===== src/rtl/sysid_uptime_regs.sv =====
// System-ID / build-info slave with a prescaled 64-bit uptime counter, atomic hi/lo snapshot and wrap irq.
// Latency: reads return exactly one clock after the read strobe is sampled; writes take effect at that edge.
// Backpressure: none -- no waitrequest, one transfer per clock accepted unconditionally.
//
// Ports:
//   clock, reset_n            : rising-edge clock, asynchronous active-low reset
//   address/read/write        : Avalon-MM word address and single-cycle strobes (read wins on a collision)
//   writedata/byteenable      : write data and byte lanes
//   readdata/readdatavalid    : registered read data and its one-cycle valid pulse
//   irq                       : registered level interrupt, WRAP & IRQ_EN
module sysid_uptime_regs #(
   parameter logic [31:0] SYSTEM_ID     = 32'h0000_0000,
   parameter logic [31:0] TIMESTAMP     = 32'h0000_0000,
   parameter logic [15:0] VERSION       = 16'h0001,
   parameter int unsigned PRESCALE      = 1,
   parameter logic [31:0] SCRATCH_RESET = 32'h0000_0000,
   parameter int unsigned ADDR_W        = 3
) (
   input  logic              clock,
   input  logic              reset_n,
   input  logic [ADDR_W-1:0] address,
   input  logic              read,
   input  logic              write,
   input  logic [31:0]       writedata,
   input  logic [3:0]        byteenable,
   output logic [31:0]       readdata,
   output logic              readdatavalid,
   output logic              irq
);

   localparam logic [ADDR_W-1:0] A_ID      = ADDR_W'(0);
   localparam logic [ADDR_W-1:0] A_TSTAMP  = ADDR_W'(1);
   localparam logic [ADDR_W-1:0] A_SCRATCH = ADDR_W'(2);
   localparam logic [ADDR_W-1:0] A_UP_LO   = ADDR_W'(3);
   localparam logic [ADDR_W-1:0] A_UP_HI   = ADDR_W'(4);
   localparam logic [ADDR_W-1:0] A_CTRL    = ADDR_W'(5);
   localparam logic [ADDR_W-1:0] A_INFO    = ADDR_W'(6);

   localparam logic [15:0] PS_MAX    = 16'(PRESCALE - 1);
   localparam logic [15:0] PS_FIELD  = 16'(PRESCALE);

   logic [63:0] cnt;
   logic [15:0] presc;
   logic [31:0] hi_snap;
   logic [31:0] scratch;
   logic        en;
   logic        wrap;
   logic        irq_en;

   logic        wr_ok;
   logic        wr_lo;
   logic        wr_hi;
   logic        cnt_wr;
   logic        ctrl_wr;
   logic        clr;
   logic        tick;
   logic        wrap_evt;
   logic [31:0] rd_mux;

   function automatic logic [31:0] be_merge(input logic [31:0] old_v,
                                            input logic [31:0] new_v,
                                            input logic [3:0]  be);
      logic [31:0] res;
      res = old_v;
      for (int i = 0; i < 4; i++) begin
         if (be[i]) res[8*i +: 8] = new_v[8*i +: 8];
      end
      return res;
   endfunction

   // A write sampled together with a read is dropped.
   assign wr_ok    = write & ~read;
   assign wr_lo    = wr_ok && (address == A_UP_LO);
   assign wr_hi    = wr_ok && (address == A_UP_HI);
   assign cnt_wr   = wr_lo | wr_hi;
   assign ctrl_wr  = wr_ok && (address == A_CTRL) && byteenable[0];
   assign clr      = ctrl_wr & writedata[1];
   assign tick     = en && (presc == PS_MAX);
   // A wrap only counts when the increment really happens (CLR and counter writes win).
   assign wrap_evt = tick && !clr && !cnt_wr && (cnt == '1);

   always_comb begin
      rd_mux = 32'h0;
      case (address)
         A_ID:      rd_mux = SYSTEM_ID;
         A_TSTAMP:  rd_mux = TIMESTAMP;
         A_SCRATCH: rd_mux = scratch;
         A_UP_LO:   rd_mux = cnt[31:0];
         A_UP_HI:   rd_mux = hi_snap;
         A_CTRL:    rd_mux = {28'h0, irq_en, wrap, 1'b0, en};
         A_INFO:    rd_mux = {PS_FIELD, VERSION};
         default:   rd_mux = 32'h0;
      endcase
   end

   // Uptime counter and prescaler: CLR > counter write > tick.
   always_ff @(posedge clock or negedge reset_n) begin
      if (!reset_n) begin
         cnt   <= 64'h0;
         presc <= 16'h0;
      end else if (clr) begin
         cnt   <= 64'h0;
         presc <= 16'h0;
      end else if (cnt_wr) begin
         if (wr_lo) cnt[31:0]  <= be_merge(cnt[31:0], writedata, byteenable);
         if (wr_hi) cnt[63:32] <= be_merge(cnt[63:32], writedata, byteenable);
         presc <= 16'h0;
      end else if (en) begin
         if (tick) begin
            presc <= 16'h0;
            cnt   <= cnt + 64'd1;
         end else begin
            presc <= presc + 16'd1;
         end
      end
   end

   // Control/status bits; a wrap at the same edge as a W1C keeps WRAP set.
   always_ff @(posedge clock or negedge reset_n) begin
      if (!reset_n) begin
         en     <= 1'b1;
         irq_en <= 1'b0;
         wrap   <= 1'b0;
         irq    <= 1'b0;
      end else begin
         if (ctrl_wr) begin
            en     <= writedata[0];
            irq_en <= writedata[3];
         end
         if (wrap_evt)                   wrap <= 1'b1;
         else if (ctrl_wr && writedata[2]) wrap <= 1'b0;
         irq <= wrap & irq_en;
      end
   end

   always_ff @(posedge clock or negedge reset_n) begin
      if (!reset_n) begin
         scratch <= SCRATCH_RESET;
      end else if (wr_ok && (address == A_SCRATCH)) begin
         scratch <= be_merge(scratch, writedata, byteenable);
      end
   end

   // Read port; the LO read freezes the upper half so a later HI read pairs with it.
   always_ff @(posedge clock or negedge reset_n) begin
      if (!reset_n) begin
         readdata      <= 32'h0;
         readdatavalid <= 1'b0;
         hi_snap       <= 32'h0;
      end else begin
         readdatavalid <= read;
         if (read) begin
            readdata <= rd_mux;
            if (address == A_UP_LO) hi_snap <= cnt[63:32];
         end
      end
   end

endmodule


===== config.mk =====
export PLATFORM = sky130hd
export DESIGN_NAME = sysid_uptime_regs
export DESIGN_NICKNAME = d
export VERILOG_FILES = /design/src/rtl/sysid_uptime_regs.sv
export SDC_FILE = /design/constraint.sdc
export NUM_CORES = 1
export LEC_CHECK = 0
export ABC_CLOCK_PERIOD_IN_PS = 4800
export CORE_MARGIN = 2
export CORE_UTILIZATION = 60
export CTS_CLUSTER_DIAMETER = 120
export DETAILED_ROUTE_END_ITERATION = 7
export PLACE_DENSITY_LB_ADDON = 0.2
export REMOVE_ABC_BUFFERS = 1
export SYNTH_ARGS = -nofsm -noshare
export SYNTH_HDL_FRONTEND = slang
export SYNTH_SLANG_ARGS = --single-unit

===== constraint.sdc =====
create_clock -name clock -period 4.8 [get_ports clock]
set_input_delay 0.72 -clock clock [delete_from_list [all_inputs] [get_ports clock]]
set_output_delay 0.72 -clock clock [all_outputs]
set_load 0.02 [all_outputs]

======== Word level (Yosys, flattened, before mapping) ========
Cells that the tools add are included.
word-level totals
  register bits ........................... 181
  output and inout bits ................... 34
  RAM bits ................................ 0
  bits in latches ......................... 0
  logic and storage cells ................. 85
  memory bits (read-only) ................. 0
  memories ................................ 0
cells by class
  $lt $le $gt $ge ......................... 0
  multipliers ............................. 0
  shift-type cells ........................ 0
  mux-type cells .......................... 17
  divide/modulo/power cells ............... 0
  reductions and logical operators ........ 29
  equality and inequality tests ........... 12
  add/subtract/negate cells ............... 2
  bitwise gates (word level) .............. 5
operators with widths
  operator                                                                  number
  64-bit 2-to-1 mux                                                         4
  32-bit case mux with 5 select lines                                       1
  64-bit by 1-bit adder with 64-bit output (second input constant)          1
  64-bit equality test (second input constant)                              1
  16-bit 2-to-1 mux                                                         4
  32-bit 2-to-1 mux                                                         2
  8-bit 2-to-1 mux                                                          4
  4-bit AND reduction                                                       8
  3-bit by 2-bit inequality test with 1-bit output (second input constant)  6
  16-bit by 1-bit adder with 16-bit output (second input constant)          1
  16-bit logical NOT                                                        1
  1-bit logical AND                                                         10
  2-bit AND reduction                                                       5
  3-bit equality test (second input constant)                               3
  3-bit by 2-bit equality test with 1-bit output (second input constant)    2
  3-bit nonzero test                                                        2
  1-bit bitwise AND                                                         3
  1-bit logical NOT                                                         2
  1-bit 2-to-1 mux                                                          2
  2-bit nonzero test                                                        1
  1-bit NOT                                                                 1
  1-bit OR                                                                  1

======== Logic depth before layout (Yosys ltp) ========
Gate-level depths: netlist of run 1.
  depth in word-level cells ............... 10
  mapped depth ............................ 9
  depth with buffers taken out ............ 7

======== Least setup slack after synthesis of run 1 ========
OpenSTA, ideal clock, no wires.
  kind .................................... in2reg
  start point ............................. input address[0]
  end point ............................... register cnt[58]
  stages on the path ...................... 8
  data required time ...................... 4669 ps
  setup slack ............................. 2306 ps
  arrival ................................. 2363 ps
  library setup time ...................... 131 ps
  cell sequence ........................... buf_2 or3b_1 buf_4 a21oi_4 buf_4 nor4_1 a32o_1 or3_1
between the ends
  longest elaborated chain between the ends .. 6
  elaborated cells on any way between the ends .. 16
ends and longest elaborated chain
  item                                                                                              RTL line  source
  start: declaration                                                                                21        input logic [ADDR_W-1:0] address,
  3-bit equality test                                                                               76        assign ctrl_wr = wr_ok && (address == A_CTRL) && byteenable[0];
  1-bit logical AND (2 in a row)                                                                    76
  1-bit bitwise AND                                                                                 77        assign clr = ctrl_wr & writedata[1];
  3-bit by 2-bit inequality test with 1-bit output (no line) or 3-bit nonzero test (tied branches)  n/a
  4-bit AND reduction (no line)                                                                     n/a
  end signal: assignment                                                                            106       if (wr_hi) cnt[63:32] <= be_merge(cnt[63:32], writedata, byteenable);
  end signal: assignment                                                                            111       cnt <= cnt + 64'd1;
  end: declaration                                                                                  42        logic [63:0] cnt;
Parallel ways exist; a longest one is shown, timed or not.
A chain may end at the register's enable or synchronous reset.

======== Worst setup path after layout of run 1 ========
  start point ............................. input address[1]
  end point ............................... register presc[9]
between the ends
  longest elaborated chain between the ends .. 5
  elaborated cells on any way between the ends .. 12
ends and longest elaborated chain
  item                                                                    RTL line    source
  3-bit by 2-bit equality test with 1-bit output (tied with other cells)  73          assign wr_lo = wr_ok && (address == A_UP_LO);
  1-bit logical AND (on tied branches)                                    73, 74, 76
  1-bit OR or 1-bit logical AND (tied branches)                           75, 76
  16-bit 2-to-1 mux or 1-bit bitwise AND (tied branches)                  104, 77
  16-bit 2-to-1 mux or 3-bit nonzero test (tied branches)                 n/a
  end signal: assignment                                                  113         presc <= presc + 16'd1;
  end: declaration                                                        43          logic [15:0] presc;
Parallel ways exist; a longest one is shown, timed or not.

==> results of run 1 <==
-- registers in the layout (all words and copies together) (netlist names) --
register       count
irq_en             1
readdata          32
presc             16
scratch           32
hi_snap           32
readdatavalid      1
wrap               1
en                 1
cnt               64
irq                1
-- metal layers --
metal / vias up / global-route usage, % / wire length [um]
met5: - / 0 / 0
met4: 0 / 17.3 / 1680
met3: 141 / 10.7 / 4210
met2: 744 / 64.0 / 17100
met1: 4998 / 56.5 / 15400
li1: 4395 / - / -
-- where the power goes --
group	switching [mW]	internal (mW)	total, mW	leakage [nW]
Clock	0.720	0.751	1.47	0.292
Combinational	0.645	0.473	1.12	2.13
Sequential	0.507	1.84	2.35	2.23
-- layout make-up --
cell class              count  area share, %
diodes                      2         0.0411
well taps                 225           2.31
multi-input cells         825           46.3
inverters                  57           1.76
repair buffers             93           7.35
flip-flops and latches    181           37.2
clock buffers              17           3.49
clock inverters            15           1.52
-- cell families after synthesis --
| logic type | after synthesis |
|---|---|
| compound gates | 312 |
| buf+inv | 135 |
| xor+xnor | 6 |
| simple gates | 415 |
| fa+ha+maj | 3 |
| flops | 181 |
| mux | 89 |
-- stage by stage --
| step | area, sq um | worst slack, ns | cells |
|---|---|---|---|
| after floorplan | 10400 | 1.11 | 1063 |
| after global placement | 11600 | 0.988 | 1381 |
| after detailed placement | 11600 | 0.843 | 1381 |
| after CTS | 12200 | 1.27 | 1413 |
| after global routing | 12200 | 1.02 | 1413 |
| final | 12200 | 1.25 | 1415 |
-- worst max-delay path, cell delays in order --
cell             delay (ns)
clkdlybuf4s50_1        0.80
nand3b_2               0.26
nor3_2                 0.13
buf_4                  0.22
nor2_4                 0.72
nand2_1                0.56
o41ai_1                0.46
-- worst max path at each step --
stage                    start       end
finish              address[1]  presc[9]
global route        address[1]  presc[9]
CTS                 address[1]  presc[9]
detailed placement  address[1]  presc[9]
global placement    address[1]  presc[9]
floorplan           address[1]  presc[9]
-- layout by cell type, fill, tap and decap left out, types with 8 or more instances in the layout --
cell type        synthesis  layout
dfrtp_1                180     180
nand2_1                101     101
clkdlybuf4s50_1          0      73
nor2_1                  68      67
mux2_2                  60      60
inv_1                   57      57
a21oi_1                 50      50
nand3_1                 49      49
o22ai_1                 46      46
nand4_1                 43      43
o21ai_0                 40      40
nor3_1                  33      33
mux2i_1                 29      29
o211ai_1                26      26
o31a_1                  26      26
o31ai_1                 25      25
nor4_1                  24      24
a22o_1                  18      18
clkbuf_16                0      17
and3_1                  16      16
buf_4                    8      16
a211oi_1                11      11
and2_1                   8       8
a21boi_0                 8       8
o2bb2ai_1                8       8
or4_1                    8       8
==> flow_summary_export.csv, run 1 <==
group,metric,value,unit
outcome,outcome,"complete, but fails checks",
outcome,violations,"DRC",
synthesis,synth-main-ff-cell,"dfrtp_1",
routing,drt_pre_antenna_iters,8,
global_routing,antenna_found_initial,1,
synthesis,yosysWarnings,0,
timing,maxSlewViolCount,0,
synthesis,synth_xor_xnor_area_share,0.489,%
synthesis,synth_edf_count,0,
floorplan,core-area,17400,sq um
routing,via_per_inst,7.26,
floorplan,start_util,61.7,%
timing,min_period_over_period,74.0,%
clock_network,holdBufCountCts,0,
global_routing,grt_first_pass_wirelength,58300,um
timing,setup_viol,0,
synthesis,synth_top_area_share,41.9,%
pwr,p_leak,4.65,nW
floorplan,die_h,138,um
global_routing,grt_overflow,0,
clock_network,worst_skew_pair.late_latency,0.44,ns
pwr,p_per_area,405,nW/um^2
clock_network,clockBufferDepth,2,
synthesis,synth-seq-area-share,42.2,%
synthesis,synthAdderAreaFrac,0.349,%
floorplan,die_x,138,um
worst_setup_path,crit_path_max_fanout,34,
synthesis,synth.area.top_cells,"dfrtp_1, mux2_2, nand2_1, mux2i_1, o22ai_1",
worst_setup_path,cp.arrival,3.88,ns
clock_network,path_clk_slew,0.08,ns
timing,setup-tns-final,0,ns
final_layout,fillCellCount,1363,
final_layout,layout.nets,1221,
global_routing,grt_pass1_vias,9835,
clock_network,cts_setup_buffers,0,
routing,wl_per_cell,27.1,um
timing,holdWs,0.338,ns
synthesis,async_flop_share,100,%
synthesis,yosysTopAreaCell,"dfrtp_1",
worst_setup_path,crit_path_end_kind,"register",
place,place_hpwl,27500,um
synthesis,synth_cell_type_count,87,
clock_network,htreeDepth,4,
synthesis,synth_top_family_by_area,"simple AND/OR/NAND/NOR gates",
clock_network,root_buffer,"clkbuf_16",
final_layout,multi_input_area,5640,sq um
final_layout,seqCellArea,4530,sq um
worst_setup_path,crit_type,"primary input to register",
timing,rsz0062_at_grt,"false",
clock_network,cts-buffers-inserted,17,
synthesis,synth.most_common_cell,"dfrtp_1",
routing,routed_wl,38300,um
worst_setup_path,cp.required,5.13,ns
worst_setup_path,r2r_setup_slack,1.65,ns
worst_setup_path,startpoint_type,"primary input",
clock_network,cts_sinks,181,
pwr,vdd_drop_max,260,uV
clock_network,cts_tree,"built",
timing,fin_skew,0.00946,ns
synthesis,ys_top_cells_by_count,"dfrtp_1, nand2_1, nor2_1, mux2_2, inv_1",
synthesis,synth-seq-cells,181,
synthesis,syn_area_per_cell,9.41,sq um
synthesis,postSynthCellCount,1141,
worst_setup_path,worstRegToRegCells,5,
timing,fmax,282,MHz
synthesis,synth_area,10700,sq um
min_path,hp-class,"primary input to asynchronous set/reset pin",
floorplan,ios,77,
routing,num_vias,10300,
floorplan,dieArea,19000,sq um
final_layout,post-route-util,69.9,%
timing,slew-limit-headroom,23.6,%
timing,fin_crit,3.55,ns
routing,ant_nets,0,
floorplan,rows,48,
pwr,p_total,4.93,mW
worst_setup_path,r2r-start,"en",
routing,route.detailed.drc,1,
final_layout,drive_above_1_share,13.4,%
final_layout,syn2layout_area_growth,13.4,%
place,place.gp.congestion,1.05,
synthesis,yosys.area_share.simple,21.3,%
synthesis,synth_compound_gate_area_share,21.2,%
global_routing,grt_usage,41.7,%
timing,hold_violations,0,
worst_setup_path,r2r_end,"cnt[56]",
job,maxCapViolations,0,
timing,tightest_slew,1.13,ns
routing,drt_iter0_drc,1737,
place,numPortBuffers,76,
global_routing,grt_max_degree,93,
clock_network,cts_resized,0,
synthesis,synthMuxAreaShare,8.99,%
No activity file was read; power rests on OpenSTA's default activity.
==> run 2, diff against run 1 <==
- ABC_CLOCK_PERIOD_IN_PS: 4800 -> 3700
- clock period: 4.8 -> 3.7 ns (I/O delays scaled with it)
==> run 2 against run 1 <==
The flow now finishes without violations; first-iteration DRC count is 9.4% lower; global-route usage is 0.10 points lower; critical path depth stayed put; via count is 1.4% higher; die area stayed put; sequential power is 27% higher; core utilization is 1.0 points higher; non-clock buffer count is 28 higher; register-to-register slack worse by 0.93 ns; clock power is 27% higher; worst setup slack worse by 0.71 ns; flip-flop and latch count stayed put; highest routed layer unchanged.
==> flow_summary_export.csv, run 2 (synthesized netlist as in run 1, its figures left out) <==
group,metric,value,unit
outcome,outcome,"finished, final reports clean",
timing,fmax,316,MHz
worst_setup_path,crit_buf_inv,2,
pwr,netSwitchingPower,2.36,mW
place,place.gp.congestion,1.09,
clock_network,clockBufferDepth,2,
timing,fin_crit,3.16,ns
timing,maxSlewViolCount,0,
routing,drt_pre_antenna_iters,6,
pwr,p_per_area,519,nW/um^2
pwr,vdd_drop_max,366,uV
pwr,p_int,4.05,mW
worst_setup_path,slowest_stage,"clkdlybuf4s50_1",
worst_setup_path,crit_family,"compound AO/OA/AOI/OAI gates",
place,place_hpwl,28100,um
clock_network,cts_setup_buffers,0,
final_layout,largest_register,"cnt",
global_routing,grt_overflow,0,
final_layout,layout_commonest_cell,"dfrtp_1",
job,maxCapViolations,0,
final_layout,drive_above_1_share,15.2,%
pwr,combPwrFrac,24.4,%
timing,holdWs,0.106,ns
timing,fin_ws,0.536,ns
global_routing,grt_first_pass_wirelength,58100,um
timing,slew-limit-headroom,31.4,%
worst_setup_path,cp.required,4.09,ns
worst_setup_path,crit_path_end_kind,"register",
clock_network,cts_tree,"built",
timing,fin_skew,0.0124,ns
worst_setup_path,startpoint_type,"primary input",
routing,routed_wl,38300,um
clock_network,holdBufCountCts,0,
final_layout,layout.nets,1249,
timing,min_period_over_period,85.5,%
global_routing,antenna_found_initial,1,
pwr,p_leak,4.78,nW
final_layout,post-route-util,70.9,%
clock_network,cts_resized,0,
routing,via_per_inst,7.23,
routing,wl_per_cell,26.6,um
place,placed_cells_incl_taps,1409,
final_layout,stdcell_count,1441,
timing,setup_viol,0,
global_routing,grt_usage,41.6,%
floorplan,core-area,17400,sq um
place,numPortBuffers,76,
clock_network,htreeDepth,4,
timing,hold_violations,0,
routing,ant_nets,0,
routing,num_vias,10400,
floorplan,die_x,138,um
floorplan,rows,48,
place,pre_cts_slack,0.222,ns
clock_network,cts-buffers-inserted,17,
clock_network,root_buffer,"clkbuf_16",
worst_setup_path,crit_path_max_fanout,13,
floorplan,dieArea,19000,sq um
worst_setup_path,critical_path.cell_chain,"clkdlybuf4s50_1 > and3b_1 > o21ai_1 > nand3_1 > buf_4 > o31ai_1 > a221o_1",
pwr,swShare,36.8,%
min_path,hp-class,"primary input to asynchronous set/reset pin",
routing,route.detailed.drc,0,
routing,drt_iter0_drc,1573,
timing,setup-tns-final,0,ns
floorplan,ios,77,
final_layout,largest_register_ffs,64,
floorplan,start_util,61.7,%
worst_setup_path,crit_type,"primary input to register",
worst_setup_path,cp.arrival,3.55,ns
timing,rsz0062_at_grt,"false",
timing,tightest_slew,1.02,ns
floorplan,die_h,138,um
final_layout,fillCellCount,1302,
clock_network,worst_skew_pair.late_latency,0.45,ns
final_layout,most-common-layout-cells,"dfrtp_1, nand2_1, clkdlybuf4s50_1",
pwr,seqPwrFrac,46.6,%
final_layout,syn2layout_area_growth,15.1,%
worst_setup_path,slowest_delay,0.71,ns
global_routing,grt_pass1_vias,9828,
clock_network,cts_sinks,181,
clock_network,path_clk_slew,0.07,ns
pwr,clkPwrFrac,29.0,%
global_routing,grt_max_degree,75,
run 2: path summary, 6_finish.rpt:
path                             startpoint          end  slack [ns]  cells after the start
worst max-delay path             address[2]      cnt[52]        0.54                      7
worst min-delay path                reset_n  readdata[6]        0.11                      1
worst max register to register      cnt[20]      cnt[52]        0.72                      5
worst min register to register  hi_snap[17]  hi_snap[17]        0.49                      2
max in group asynchronous           reset_n           en        2.64                      2
min in group clock              hi_snap[17]  hi_snap[17]        0.49                      2
run 2: through the flow:
stage	power [mW]	instance area, sq um
finish	6.41	12400
detailed placement	4.49	11800
global placement	4.43	11800
global route	6.62	12400
floorplan	3.72	10400
CTS	6.31	12400
run 2: final cells by class:
class	count	area (sq um)	share of cell area, %
clock buffers	18	429	3.47
repair buffers	121	1120	9.04
inverters	57	214	1.73
diodes	1	2.50	0.0203
clock inverters	13	146	1.18
well taps	225	282	2.28
flip-flops and latches	181	4530	36.7
multi-input cells	825	5640	45.6
run 2: routing by layer:
layer / share of wire (%) / track usage, %
met1: 40 / 56.4
met3: 11 / 9.79
met5: 0 / 0
met4: 4.6 / 17.6
met2: 45 / 64.3
run 2: power groups by stage:
stage	Combinational (mW)	Clock (mW)	Sequential, mW
finish	1.57	1.86	2.98
global route	1.67	1.93	3.02
CTS	1.53	1.85	2.94
detailed placement	1.52	0	2.98
global placement	1.48	0	2.95
floorplan	0.886	0	2.83
==> run 3, diff against run 2 <==
--- a/config.mk
+++ b/config.mk
@@ -11,6 +11,7 @@
 export CTS_CLUSTER_DIAMETER = 120
 export DETAILED_ROUTE_END_ITERATION = 7
-export PLACE_DENSITY_LB_ADDON = 0.2
+export PLACE_DENSITY = 0.82
 export REMOVE_ABC_BUFFERS = 1
+export SLEW_MARGIN = 40
 export SYNTH_ARGS = -nofsm -noshare
 export SYNTH_HDL_FRONTEND = slang
==> constraint.sdc (replaced) <==
create_clock -name clock -period 3.7 [get_ports clock]
set_input_delay 0.74 -clock clock [delete_from_list [all_inputs] [get_ports clock]]
set_output_delay 0.74 -clock clock [all_outputs]
set_load 0.02 [all_outputs]
==> run 3 against run 2 <==
Cell area is 0.91% higher; power is 0.71% lower; combinational power is 6% higher; flip-flop and latch count stayed put; critical path type unchanged.
==> flow_summary_export.csv, run 3 (synthesized netlist as in run 1, its figures left out) <==
group,metric,value,unit
pwr,netSwitchingPower,2.39,mW
floorplan,dieArea,19000,sq um
worst_setup_path,r2r-start,"cnt[21]",
min_path,hp-class,"primary input to asynchronous set/reset pin",
timing,fin_skew,0.0114,ns
final_layout,most-common-layout-cells,"dfrtp_1, nand2_1, clkdlybuf4s50_1",
final_layout,layout.nets,1262,
clock_network,cts-buffers-inserted,17,
timing,setup_viol,0,
worst_setup_path,r2r_end,"cnt[59]",
pwr,p_leak,4.85,nW
final_layout,syn2layout_area_growth,16.1,%
pwr,seqPwrFrac,45.8,%
clock_network,cts_resized,0,
worst_setup_path,crit_path_max_fanout,12,
routing,wl_per_cell,26.7,um
global_routing,grt_overflow,0,
worst_setup_path,crit_type,"primary input to register",
clock_network,cts_tree,"built",
worst_setup_path,worstRegToRegCells,5,
job,maxCapViolations,0,
final_layout,largest_register_ffs,64,
place,numPortBuffers,76,
routing,route.detailed.drc,0,
timing,maxSlewViolCount,0,
pwr,combPwrFrac,26.1,%
pwr,p_per_area,510,nW/um^2
worst_setup_path,crit_path_end_kind,"register",
floorplan,start_util,61.7,%
clock_network,htreeDepth,4,
clock_network,worst_skew_pair.late_latency,0.44,ns
timing,rsz0062_at_grt,"false",
timing,slew-limit-headroom,40.1,%
routing,drt_iter0_drc,1470,
place,place_area,11900,sq um
place,place_hpwl,28500,um
global_routing,grt_max_degree,78,
global_routing,grt_usage,42.1,%
worst_setup_path,r2r_setup_slack,0.79,ns
final_layout,layout_commonest_cell,"dfrtp_1",
global_routing,grt_first_pass_wirelength,58700,um
global_routing,antenna_found_initial,0,
routing,ant_nets,0,
global_routing,grt_pass1_vias,9886,
clock_network,cts_sinks,181,
routing,num_vias,10500,
worst_setup_path,cp.arrival,3.40,ns
final_layout,final_area,12500,sq um
outcome,outcome,"finished, final reports clean",
pwr,vdd_drop_max,351,uV
timing,hold_violations,0,
worst_setup_path,startpoint_type,"primary input",
pwr,clkPwrFrac,28.0,%
final_layout,drive_above_1_share,16.1,%
timing,min_period_over_period,82.9,%
clock_network,holdBufCountCts,0,
floorplan,die_x,138,um
final_layout,post-route-util,71.6,%
final_layout,num_antenna_cells,0,
floorplan,die_h,138,um
clock_network,root_buffer,"clkbuf_16",
timing,holdWs,0.277,ns
clock_network,cts_setup_buffers,0,
clock_network,path_clk_slew,0.07,ns
timing,fin_crit,3.07,ns
pwr,p_total,6.36,mW
place,place.gp.congestion,1.04,
floorplan,rows,48,
pwr,p_int,3.98,mW
clock_network,clockBufferDepth,2,
floorplan,core-area,17400,sq um
worst_setup_path,cp.required,4.03,ns
timing,tightest_slew,0.890,ns
routing,via_per_inst,7.22,
routing,drt_pre_antenna_iters,6,
floorplan,ios,77,
routing,routed_wl,38900,um
timing,setup-tns-final,0,ns
final_layout,largest_register,"cnt",
pwr,swShare,37.5,%
timing,fmax,326,MHz
-- run 3: area by class of cell --
class	instances	area [sq um]
fillers	1287	4950
flip-flops and latches	181	4530
clock inverters	14	134
clock buffers	18	429
inverters	57	214
multi-input cells	825	5640
repair buffers	134	1240
well taps	225	282
-- run 3: worst max-delay path by stage --
stage               cells after the start        from        to  slack (ns)
floorplan                               5  address[1]  presc[9]       -0.01
global placement                        8  address[1]   cnt[43]        0.33
detailed placement                      8  address[1]   cnt[43]        0.24
CTS                                     8  address[1]   cnt[43]        0.69
global route                            6  address[1]   cnt[59]        0.54
finish                                  6  address[1]   cnt[31]        0.63
-- run 3: critical path, cell delays in order --
cell,delay [ns]
clkdlybuf4s50_1,0.57
or3b_1,0.59
a21oi_4,0.46
or4_1,0.59
o21ai_0,0.18
a22o_1,0.25
-- run 3: per-stage QoR --
stage / cells / setup WS [ns]
2_1_floorplan: 1063 / -0.0132
3_3_place_gp: 1422 / 0.326
3_5_place_dp: 1422 / 0.243
4_1_cts: 1454 / 0.688
5_1_grt: 1454 / 0.540
6_report: 1454 / 0.633
-- run 3: power by group through the flow --
stage,clock network [mW],registers [mW],logic [mW]
3_5_place_dp,0,2.92,1.61
5_1_grt,1.85,2.96,1.77
6_report,1.78,2.92,1.66
4_1_cts,1.78,2.89,1.62
2_1_floorplan,0,2.83,0.886
3_3_place_gp,0,2.90,1.58
-- run 3: layer usage --
layer / track usage, % / part of all wire [%] / vias up
met5: 0 / 0 / -
met4: 18.9 / 4.6 / 0
met3: 10.0 / 11 / 153
met2: 64.7 / 45 / 698
met1: 56.8 / 39 / 5163
li1: - / - / 4478
